File: config.mk
export PLATFORM = sky130hd
export DESIGN_NAME = conv_seq_ctrl
export DESIGN_NICKNAME = d
export VERILOG_FILES = /design/src/rtl/ml_acc_pkg.sv /design/src/rtl/conv_mac.sv /design/src/rtl/conv_seq_ctrl.sv
export SDC_FILE = /design/constraint.sdc
export NUM_CORES = 2
export LEC_CHECK = 0
export CORE_ASPECT_RATIO = 0.75
export CORE_UTILIZATION = 65
export CTS_CLUSTER_DIAMETER = 80
export DETAILED_ROUTE_END_ITERATION = 8
export GPL_TIMING_DRIVEN = 0
export PLACE_DENSITY = 0.95
export SYNTH_ARGS = -nofsm -noshare
export SYNTH_HDL_FRONTEND = slang
export SYNTH_SLANG_ARGS = --single-unit
File: constraint.sdc
create_clock -name ACLK -period 7.1 [get_ports ACLK]
set_clock_uncertainty 0.1 [all_clocks]
set_input_delay 2.13 -clock ACLK [delete_from_list [all_inputs] [get_ports ACLK]]
set_output_delay 2.13 -clock ACLK [all_outputs]
set_load 0.02 [all_outputs]
File: src/rtl/ml_acc_pkg.sv
// Shared types and constants for the ml_acc_system convolution path.
// No logic: widths, sequencer states, saturation bounds, register map.
// Consumers pick their own parameters; these are the system defaults.
package ml_acc_pkg;

  localparam int DATA_W = 32;
  localparam int LEN_W  = 16;

  // Wide enough that summing 2^LEN_W full-scale products never wraps.
  function automatic int calc_acc_w(input int dw, input int lw);
    return 2 * dw + lw;
  endfunction

  localparam int ACC_W = calc_acc_w(DATA_W, LEN_W);

  localparam logic signed [DATA_W-1:0] SAT_MAX = {1'b0, {(DATA_W-1){1'b1}}};
  localparam logic signed [DATA_W-1:0] SAT_MIN = {1'b1, {(DATA_W-1){1'b0}}};

  // AXI-lite register file seen by the PS.
  localparam logic [31:0] REG_BASE   = 32'h43C0_0000;
  localparam logic [7:0]  REG_RESULT = 8'h00;
  localparam logic [7:0]  REG_STATUS = 8'h04;
  localparam logic [7:0]  REG_CTRL   = 8'h28;

  typedef enum logic [1:0] {
    IDLE  = 2'd0,
    ISSUE = 2'd1,
    DRAIN = 2'd2,
    FIN   = 2'd3
  } state_t;

endpackage

File: src/rtl/conv_mac.sv
// Signed multiply-accumulate: stage P registers the product, stage A accumulates.
// Latency: a valid pair reaches the accumulator two edges after vld_i.
// No backpressure; clr_i zeroes the sum, flush_i drops any in-flight product.
module conv_mac
  import ml_acc_pkg::*;
#(
  parameter int DATA_W = ml_acc_pkg::DATA_W,
  parameter int LEN_W  = ml_acc_pkg::LEN_W
) (
  input  logic              clk_i,
  input  logic              rst_n_i,
  input  logic              clr_i,
  input  logic              flush_i,
  input  logic              vld_i,
  input  logic [DATA_W-1:0] a_i,
  input  logic [DATA_W-1:0] b_i,
  output logic              busy_o,
  output logic [DATA_W-1:0] sat_o,
  output logic              clip_o
);

  localparam int ACC_L = calc_acc_w(DATA_W, LEN_W);
  localparam int PRD_W = 2 * DATA_W;

  // Clip bounds sign-extended into the accumulator width.
  localparam logic signed [ACC_L-1:0] HI_A = {{(ACC_L-DATA_W+1){1'b0}}, {(DATA_W-1){1'b1}}};
  localparam logic signed [ACC_L-1:0] LO_A = {{(ACC_L-DATA_W+1){1'b1}}, {(DATA_W-1){1'b0}}};

  logic signed [PRD_W-1:0] p_q, p_d;
  logic                    p_vld_q, p_vld_d;
  logic signed [ACC_L-1:0] acc_q, acc_d;

  // Next-state for the product and accumulator stages.
  always_comb begin
    p_d     = p_q;
    p_vld_d = vld_i & ~flush_i & ~clr_i;
    acc_d   = acc_q;
    if (vld_i) begin
      p_d = $signed(a_i) * $signed(b_i);
    end
    if (clr_i) begin
      acc_d = '0;
    end else if (p_vld_q && !flush_i) begin
      acc_d = acc_q + $signed({{(ACC_L-PRD_W){p_q[PRD_W-1]}}, p_q});
    end
  end

  // Pipeline registers.
  always_ff @(posedge clk_i or negedge rst_n_i) begin
    if (!rst_n_i) begin
      p_q     <= '0;
      p_vld_q <= 1'b0;
      acc_q   <= '0;
    end else begin
      p_q     <= p_d;
      p_vld_q <= p_vld_d;
      acc_q   <= acc_d;
    end
  end

  // Saturate the running sum to the element range.
  always_comb begin
    sat_o  = acc_q[DATA_W-1:0];
    clip_o = 1'b0;
    if (acc_q > HI_A) begin
      sat_o  = HI_A[DATA_W-1:0];
      clip_o = 1'b1;
    end else if (acc_q < LO_A) begin
      sat_o  = LO_A[DATA_W-1:0];
      clip_o = 1'b1;
    end
  end

  assign busy_o = p_vld_q;

endmodule

File: src/rtl/conv_seq_ctrl.sv
// Sequences N BRAM pair reads into a saturating MAC and publishes result/status.
// Latency: done_pulse N+RD_LAT+3 cycles after launch (1 cycle when N==0).
// No backpressure: BRAMs answer in fixed RD_LAT; start edges outside IDLE are dropped.
module conv_seq_ctrl
  import ml_acc_pkg::*;
#(
  parameter int DATA_W = ml_acc_pkg::DATA_W,
  parameter int LEN_W  = ml_acc_pkg::LEN_W,
  parameter int ADDR_W = 32,
  parameter int RD_LAT = 1
) (
  input  logic              ACLK,
  input  logic              ARESETn,
  input  logic              start_lvl,
  input  logic              abort,
  input  logic [LEN_W-1:0]  len,
  output logic [ADDR_W-1:0] w_addr,
  output logic              w_en,
  input  logic [DATA_W-1:0] w_dout,
  output logic [ADDR_W-1:0] x_addr,
  output logic              x_en,
  input  logic [DATA_W-1:0] x_dout,
  output logic [DATA_W-1:0] result,
  output logic              ovf,
  output logic              busy,
  output logic              done,
  output logic              done_pulse
);

  state_t             state_q, state_d;
  logic               start_prev_q;
  logic [LEN_W-1:0]   idx_q, len_q;
  logic [RD_LAT-1:0]  vsr_q, vsr_d;
  logic               busy_q, done_q, ovf_q;
  logic [DATA_W-1:0]  result_q;

  logic               launch, issue, last_issue, fin, pipe_empty;
  logic [ADDR_W-1:0]  addr;
  logic               mac_busy, mac_clip;
  logic [DATA_W-1:0]  mac_sat;

  assign launch     = (state_q == IDLE) && start_lvl && !start_prev_q && !abort;
  assign issue      = (state_q == ISSUE);
  assign last_issue = (idx_q == len_q - LEN_W'(1));
  assign fin        = (state_q == FIN) && !abort;
  assign pipe_empty = (vsr_q == '0) && !mac_busy;
  assign addr       = ADDR_W'({idx_q, 2'b00});

  // Next state and the BRAM/pulse outputs decoded from the current state.
  always_comb begin
    state_d    = state_q;
    w_en       = 1'b0;
    x_en       = 1'b0;
    w_addr     = '0;
    x_addr     = '0;
    done_pulse = 1'b0;
    unique case (state_q)
      IDLE: begin
        if (launch) begin
          state_d = (len == '0) ? FIN : ISSUE;
        end
      end
      ISSUE: begin
        w_en   = 1'b1;
        x_en   = 1'b1;
        w_addr = addr;
        x_addr = addr;
        if (last_issue) begin
          state_d = DRAIN;
        end
      end
      DRAIN: begin
        if (pipe_empty) begin
          state_d = FIN;
        end
      end
      FIN: begin
        done_pulse = !abort;
        state_d    = IDLE;
      end
      default: state_d = IDLE;
    endcase
    if (abort) begin
      state_d = IDLE;
    end
  end

  // Shift the issue strobe along so it lines up with returning BRAM data.
  always_comb begin
    vsr_d    = vsr_q << 1;
    vsr_d[0] = issue;
  end

  // State register and start-level history; history runs in every state so
  // an edge seen while busy is consumed rather than queued.
  always_ff @(posedge ACLK or negedge ARESETn) begin
    if (!ARESETn) begin
      state_q      <= IDLE;
      start_prev_q <= 1'b0;
    end else begin
      state_q      <= state_d;
      start_prev_q <= start_lvl;
    end
  end

  // Element count capture and read index.
  always_ff @(posedge ACLK or negedge ARESETn) begin
    if (!ARESETn) begin
      len_q <= '0;
      idx_q <= '0;
    end else if (launch) begin
      len_q <= len;
      idx_q <= '0;
    end else if (issue) begin
      idx_q <= idx_q + LEN_W'(1);
    end
  end

  // Read-valid tags; abort drops anything still in flight.
  always_ff @(posedge ACLK or negedge ARESETn) begin
    if (!ARESETn) begin
      vsr_q <= '0;
    end else if (abort) begin
      vsr_q <= '0;
    end else begin
      vsr_q <= vsr_d;
    end
  end

  // Status and result registers visible to the PS.
  always_ff @(posedge ACLK or negedge ARESETn) begin
    if (!ARESETn) begin
      busy_q   <= 1'b0;
      done_q   <= 1'b0;
      ovf_q    <= 1'b0;
      result_q <= '0;
    end else if (abort) begin
      busy_q <= 1'b0;
    end else if (launch) begin
      busy_q <= 1'b1;
      done_q <= 1'b0;
      ovf_q  <= 1'b0;
    end else if (fin) begin
      busy_q   <= 1'b0;
      done_q   <= 1'b1;
      ovf_q    <= mac_clip;
      result_q <= mac_sat;
    end
  end

  conv_mac #(
    .DATA_W (DATA_W),
    .LEN_W  (LEN_W)
  ) u_mac (
    .clk_i   (ACLK),
    .rst_n_i (ARESETn),
    .clr_i   (launch),
    .flush_i (abort),
    .vld_i   (vsr_q[RD_LAT-1]),
    .a_i     (w_dout),
    .b_i     (x_dout),
    .busy_o  (mac_busy),
    .sat_o   (mac_sat),
    .clip_o  (mac_clip)
  );

  assign result = result_q;
  assign ovf    = ovf_q;
  assign busy   = busy_q;
  assign done   = done_q;

endmodule
# After elaboration in Yosys (flattened, before gate mapping)
# Index checks and enable logic that the tools add are counted.
[word_totals] ff_bits=216
[classes] n_addsub=3 mul=1 magnitude_cmp=2 n_eq_ne=7 muxes=25 bitwise_logic=5 reduce_logical=18
[op_table] operator="80-bit two-way mux" count=2
[op_table] operator="80-bit by 64-bit adder with 80-bit output" count=1
[op_table] operator="80-bit by 32-bit > comparator with 1-bit output (second input constant)" count=1
[op_table] operator="80-bit by 32-bit less-than comparator with 1-bit output (second input constant)" count=1
[op_table] operator="32-bit by 32-bit multiplier with 64-bit output" count=1
[op_table] operator="32-bit two-way mux" count=2
[op_table] operator="16-bit two-way mux" count=2
[op_table] operator="18-bit two-way mux" count=1
[op_table] operator="16-bit by 1-bit adder with 16-bit output (second input constant)" count=1
[op_table] operator="16-bit equality test" count=1
[op_table] operator="16-bit zero test" count=1
[op_table] operator="16-bit by 1-bit subtractor with 16-bit output (second input constant)" count=1
[op_table] operator="1-bit two-way mux" count=12
[op_table] operator="2-bit two-way mux" count=5
[op_table] operator="2-bit one-hot mux with 4 select lines" count=1
[op_table] operator="1-bit logical AND" count=6
[op_table] operator="3-bit by 2-bit inequality test with 1-bit output (second input constant)" count=2
[op_table] operator="3-bit AND reduction" count=2
[op_table] operator="2-bit nonzero test" count=3
[op_table] operator="2-bit equality test (second input constant)" count=2
[op_table] operator="1-bit zero test" count=3
[op_table] operator="3-bit inequality test (second input constant)" count=1
[op_table] operator="1-bit NOT" count=3
[op_table] operator="3-bit nonzero test" count=1
[op_table] operator="other kinds (4)" count=5

# Longest topological paths before layout
[depth] depth_word=7 ltp_mapped=31 mapped_depth_nobuf=29

# Hierarchy
# Synthesis repeated with hierarchy kept, for this count alone.
[unflattened] cells_unflattened=5591 hier_area_um2=51045.2
[by_module_without_submodules] mod="conv_mac" instances=1 cells_each=5230 area_each_um2=47161.5
[by_module_without_submodules] mod="conv_seq_ctrl" instances=1 cells_each=361 area_each_um2=3883.7

# Worst setup path before layout
# OpenSTA, ideal clock, no wires.
[synth_path] kind="input to register" startpoint="input port x_dout[3]" endpoint="register u_mac.p_q[58]" setup_ps=125 arrival_time_ps=9419 slack_ps=-2544 stages=24 cell_sequence="clkbuf_1 -> and2_1 -> fa_1 -> fa_1 -> fa_1 -> fa_1 -> fa_1 -> fa_1 -> fa_1 -> inv_1 -> fa_1 -> inv_1 -> ha_1 -> a21o_1 -> a21o_1 -> a21o_1 -> a211o_1 -> o22ai_1 -> a21oi_1 -> a311oi_1 -> a21oi_1 -> a41oi_1 -> xnor2_1 -> mux2_2"
[synth_between] elab_chain_cells=1
[synth_lines] item="start, declared" line_no="conv_seq_ctrl.sv:22" rtl="input logic [DATA_W-1:0] x_dout,"
[synth_lines] item="32-bit by 32-bit multiplier with 64-bit output" line_no="conv_mac.sv:39" rtl="p_d = $signed(a_i) * $signed(b_i);"
[synth_lines] item="end signal, assigned" line_no="conv_mac.sv:55" rtl="p_q <= p_d;"
[synth_lines] item="end, declared" line_no="conv_mac.sv:29" rtl="logic signed [PRD_W-1:0] p_q, p_d;"
# No other way between the ends.
# A chain may end at the register's enable or synchronous reset.

# Worst setup path after layout
[layout_path] startpoint="input port x_dout[14]" endpoint="register u_mac.p_q[63]"
# The elaborated chain is that of the path after synthesis.

==> load_flow_metrics.sql <==
INSERT INTO impl_metrics (metric_group, metric, value, unit) VALUES
('run_status', 'status', 'finished, violations left', ''),
('cells_and_area', 'layout-drive-gt1-share', '0.153', ''),
('logic_synthesis', 'synth.top_cell.area_share', '0.432', ''),
('logic_synthesis', 'synthesis.instances', '5454', ''),
('clocking', 'path_clk_slew', '0.09', 'ns'),
('floorplanning', 'fp.dieW', '323', 'µm'),
('timing', 'final_critical_path_setup_slack', '-2.89', 'ns'),
('logic_synthesis', 'ys.flop_type', 'sky130_fd_sc_hd__dfrtp_1', ''),
('setup_path', 'worst_setup_path_end_kind', 'register', ''),
('cells_and_area', 'finalNonFillerCells', '6933', ''),
('placement', 'dpl_wire_length', '149000', 'µm'),
('drt', 'via_per_instance_ratio', '6.58', ''),
('logic_synthesis', 'synth.yosys.seq_area_share', '0.108', ''),
('placement', 'placement.setup.worst_slack', '-4.73', 'ns'),
('clocking', 'clockBufferDepth', '3', ''),
('setup_path', 'path_class', 'in -> reg', ''),
('drt', 'dr_total_vias', '45591', ''),
('floorplanning', 'rows', '87', ''),
('timing', 'max_slew.worst_pin.slew', '1.07', 'ns'),
('cells_and_area', 'num-nets-final', '7288', ''),
('placement', 'place.detailed.instances', '6661', ''),
('setup_path', 'crit_arrival', '10.28', 'ns'),
('global_routing', 'wire_length_of_the_first_global_routing_pass', '287000', 'µm'),
('drt', 'drtAntennaViolNets', '0', ''),
('logic_synthesis', 'mappedNetlistArea', '50200', 'µm²'),
('timing', 'finalWorstPathRequiredPeriod', '9.99', 'ns'),
('floorplanning', 'core-area', '75800', 'µm²'),
('drt', 'detail_route.drc_violations', '35', ''),
('logic_synthesis', 'synth.top_cells.by_area', 'sky130_fd_sc_hd__fa_1 (43%), sky130_fd_sc_hd__dfrtp_1 (11%), sky130_fd_sc_hd__inv_1 (7.7%)', ''),
('clocking', 'tritoncts.num_buffers', '18', ''),
('cells_and_area', 'final_area', '59300', 'µm²'),
('timing', 'grt_setup_unrepaired', 'true', ''),
('timing', 'final_max_slew_violation_count', '0', ''),
('timing', 'setup_viol_count_final', '55', ''),
('placement', 'gp_congestion', '1.11', ''),
('drt', 'drt-wirelength-per-cell', '30.2', 'µm'),
('drt', 'routed_wirelength', '210000', 'µm'),
('global_routing', 'grt_overflow', '0', ''),
('global_routing', 'grt_antenna_before_repair', '38', ''),
('logic_synthesis', 'post_synth.cell_area_avg', '9.20', 'µm²'),
('logic_synthesis', 'synth.ff_latch_count', '216', ''),
('floorplanning', 'initial_utilization', '0.662', ''),
('timing', 'achievable-frequency', '0.100', 'GHz'),
('logic_synthesis', 'synth-edff-count', '0', ''),
('clocking', 'clockRootBuffer', 'sky130_fd_sc_hd__clkbuf_16', ''),
('placement', 'buffer_ports.inserted', '152', ''),
('setup_path', 'worst-endpoint-required', '7.40', 'ns'),
('logic_synthesis', 'ys_warnings', '0', ''),
('timing', 'timing.final.crit_share', '1.41', ''),
('setup_path', 'critical_path_source_type', 'input port', ''),
('clocking', 'htreeDepth', '1', ''),
('clocking', 'insertion_delay', '0.53', 'ns'),
('logic_synthesis', 'ys_async_sr_fraction', '1.00', ''),
('placement', 'post_dp_cell_area', '53900', 'µm²'),
('clocking', 'tritoncts', 'done', ''),
('cells_and_area', 'final_common_cell', 'sky130_fd_sc_hd__fa_1', ''),
('cells_and_area', 'most-common-layout-cells', 'sky130_fd_sc_hd__fa_1 (1017), sky130_fd_sc_hd__inv_1 (1009), sky130_fd_sc_hd__nand2_1 (677)', ''),
('floorplanning', 'design.die.area', '78300', 'µm²'),
('timing', 'timing.max_slew.rel_slack', '0.285', ''),
('hold_path', 'min-delay-path-class', 'reg -> reg', ''),
('logic_synthesis', 'ys_types', '80', ''),
('timing', 'final_hold_viol_count', '0', ''),
('cells_and_area', 'fillers', '4802', ''),
('floorplanning', 'y_dimension_of_the_die', '243', 'µm'),
('global_routing', 'grtUsageTotal', '0.512', ''),
('global_routing', 'grt_pass1_vias', '45328', ''),
('setup_path', 'cp_max_fo', '6', ''),
('drt', 'detail_route.iter0.violations', '7134', ''),
('clocking', 'hold_buffers', '0', ''),
('floorplanning', 'ios', '186', ''),
('clocking', 'clock_sink_count', '216', ''),
('logic_synthesis', 'synth.largest_area_cell', 'sky130_fd_sc_hd__fa_1', ''),
('run_status', 'failed_checks', 'DRC, setup timing', ''),
('global_routing', 'largest_net_degree_at_the_start_of_global_routing', '118', ''),
('run', 'cap_violations', '0', ''),
('cells_and_area', 'areaGrowthSynthToFinish', '18.2', '%'),
('drt', 'drt-pass1-iter-count', '9', '');
## flip-flops by register name, indices dropped and copies added (netlist names)
register      cells
state_q           2
u_mac.p_q        64
result           32
u_mac.acc_q      80
start_prev_q      1
busy              1
done              1
len_q            16
idx_q            16
vsr_q             1
ovf               1
u_mac.busy_o      1
## metal layers
layer | track usage | up-vias | routed length (µm)
met5 | 0.0142 | - | 1590
met2 | 0.699 | 4269 | 82500
met4 | 0.300 | 46 | 18600
met1 | 0.653 | 22414 | 69900
li1 | - | 17454 | -
met3 | 0.255 | 1408 | 37000
## critical path: stages
cell	delay, ns
sky130_fd_sc_hd__clkbuf_4	0.23
sky130_fd_sc_hd__buf_12	0.15
sky130_fd_sc_hd__buf_4	0.17
sky130_fd_sc_hd__nand2_1	0.36
sky130_fd_sc_hd__fa_1	0.87
sky130_fd_sc_hd__inv_1	0.10
sky130_fd_sc_hd__ha_1	0.35
sky130_fd_sc_hd__fa_1	0.46
sky130_fd_sc_hd__ha_1	0.23
sky130_fd_sc_hd__fa_1	0.54
sky130_fd_sc_hd__inv_2	0.05
sky130_fd_sc_hd__fa_1	0.50
sky130_fd_sc_hd__inv_2	0.05
sky130_fd_sc_hd__fa_1	0.57
sky130_fd_sc_hd__fa_2	0.50
sky130_fd_sc_hd__ha_4	0.29
sky130_fd_sc_hd__nor2b_4	0.15
sky130_fd_sc_hd__o211ai_1	0.18
sky130_fd_sc_hd__a211o_1	0.42
sky130_fd_sc_hd__o311a_4	0.39
sky130_fd_sc_hd__o211ai_1	0.19
sky130_fd_sc_hd__buf_4	0.17
sky130_fd_sc_hd__a31oi_4	0.13
sky130_fd_sc_hd__o31ai_4	0.39
sky130_fd_sc_hd__a311oi_2	0.18
sky130_fd_sc_hd__xnor2_2	0.22
sky130_fd_sc_hd__mux2_4	0.29
## path summary, 6_finish.rpt
check / start / end / slack [ns] / cells past startpoint
setup / recovery: x_dout[14] / u_mac.p_q[63] / -2.89 / 27
hold / removal: result[21] / result[21] / 0.40 / 2
setup reg to reg: u_mac.acc_q[29] / u_mac.acc_q[78] / 2.38 / 11
hold reg to reg: result[21] / result[21] / 0.40 / 2
max in group asynchronous: ARESETn / u_mac.acc_q[62] / 4.25 / 2
min in group asynchronous: ARESETn / result[17] / 1.52 / 1
## synthesized netlist by cell type, types with 6 or more instances
cell type,instances
sky130_fd_sc_hd__and2_1,529
sky130_fd_sc_hd__a21oi_1,203
sky130_fd_sc_hd__nand2_1,697
sky130_fd_sc_hd__inv_1,1034
sky130_fd_sc_hd__o31ai_1,9
sky130_fd_sc_hd__nand4_1,51
sky130_fd_sc_hd__a211o_1,6
sky130_fd_sc_hd__o211ai_1,19
sky130_fd_sc_hd__xnor2_1,101
sky130_fd_sc_hd__buf_4,50
sky130_fd_sc_hd__nor4_1,29
sky130_fd_sc_hd__nor3_1,23
sky130_fd_sc_hd__nor2b_1,15
sky130_fd_sc_hd__or3_1,7
sky130_fd_sc_hd__xor2_1,73
sky130_fd_sc_hd__clkbuf_1,272
sky130_fd_sc_hd__a211oi_1,14
sky130_fd_sc_hd__dfrtp_1,216
sky130_fd_sc_hd__mux2_2,69
sky130_fd_sc_hd__nand3b_1,9
sky130_fd_sc_hd__nand2b_1,18
sky130_fd_sc_hd__fa_1,1083
sky130_fd_sc_hd__nor2_1,144
sky130_fd_sc_hd__ha_1,269
sky130_fd_sc_hd__a21boi_0,6
sky130_fd_sc_hd__nand3_1,47
sky130_fd_sc_hd__o21a_1,12
sky130_fd_sc_hd__a21o_1,81
sky130_fd_sc_hd__a31oi_1,18
sky130_fd_sc_hd__o21ai_0,195
sky130_fd_sc_hd__o21bai_1,34
sky130_fd_sc_hd__and3_1,16
## layout make-up
type | count | area, µm² | area share
diodes | 47 | 118 | 0.00198
plain buffers | 325 | 3790 | 0.0639
clock buffers | 23 | 510 | 0.00861
clock inverters | 8 | 93.8 | 0.00158
inverters | 1035 | 3910 | 0.0658
multi-input cells | 3905 | 41000 | 0.692
flip-flops and latches | 216 | 5410 | 0.0911
well taps | 1023 | 1280 | 0.0216
repair buffers | 351 | 3200 | 0.0539
## logic make-up after synthesis
family                     count (synthesis)  share of synthesized area
buffers and inverters                   1364                      0.106
and+or+nand+nor                         1611                      0.159
other                                      1                  0.0000748
muxes                                     72                     0.0161
xor gates and xnor gates                 174                     0.0304
DFF                                      216                      0.108
AOI/OAI and AO/OA                        664                     0.0818
adders and majority gates               1352                      0.499
## per-stage QoR
stage                     setup TNS (ns)   util  hold WS, ns
final                            -109.25  0.783        0.403
after global routing             -105.82  0.782        0.423
after CTS                         -81.78  0.763        0.396
after detailed placement         -179.03  0.711        0.376
after global placement          -1280.70  0.711        0.370
after floorplan                   -67.17      -        0.363
## repair_timing
action / CTS / global route
resized for setup: 893 / 303
cloned: 2 / 0
setup endpoints to repair: 56 / 54
pin swaps: 71 / 135
setup buffers: 120 / 86
Power is not shown: default switching activity piles up to over one toggle a cycle in this logic, so the estimate is an artifact.
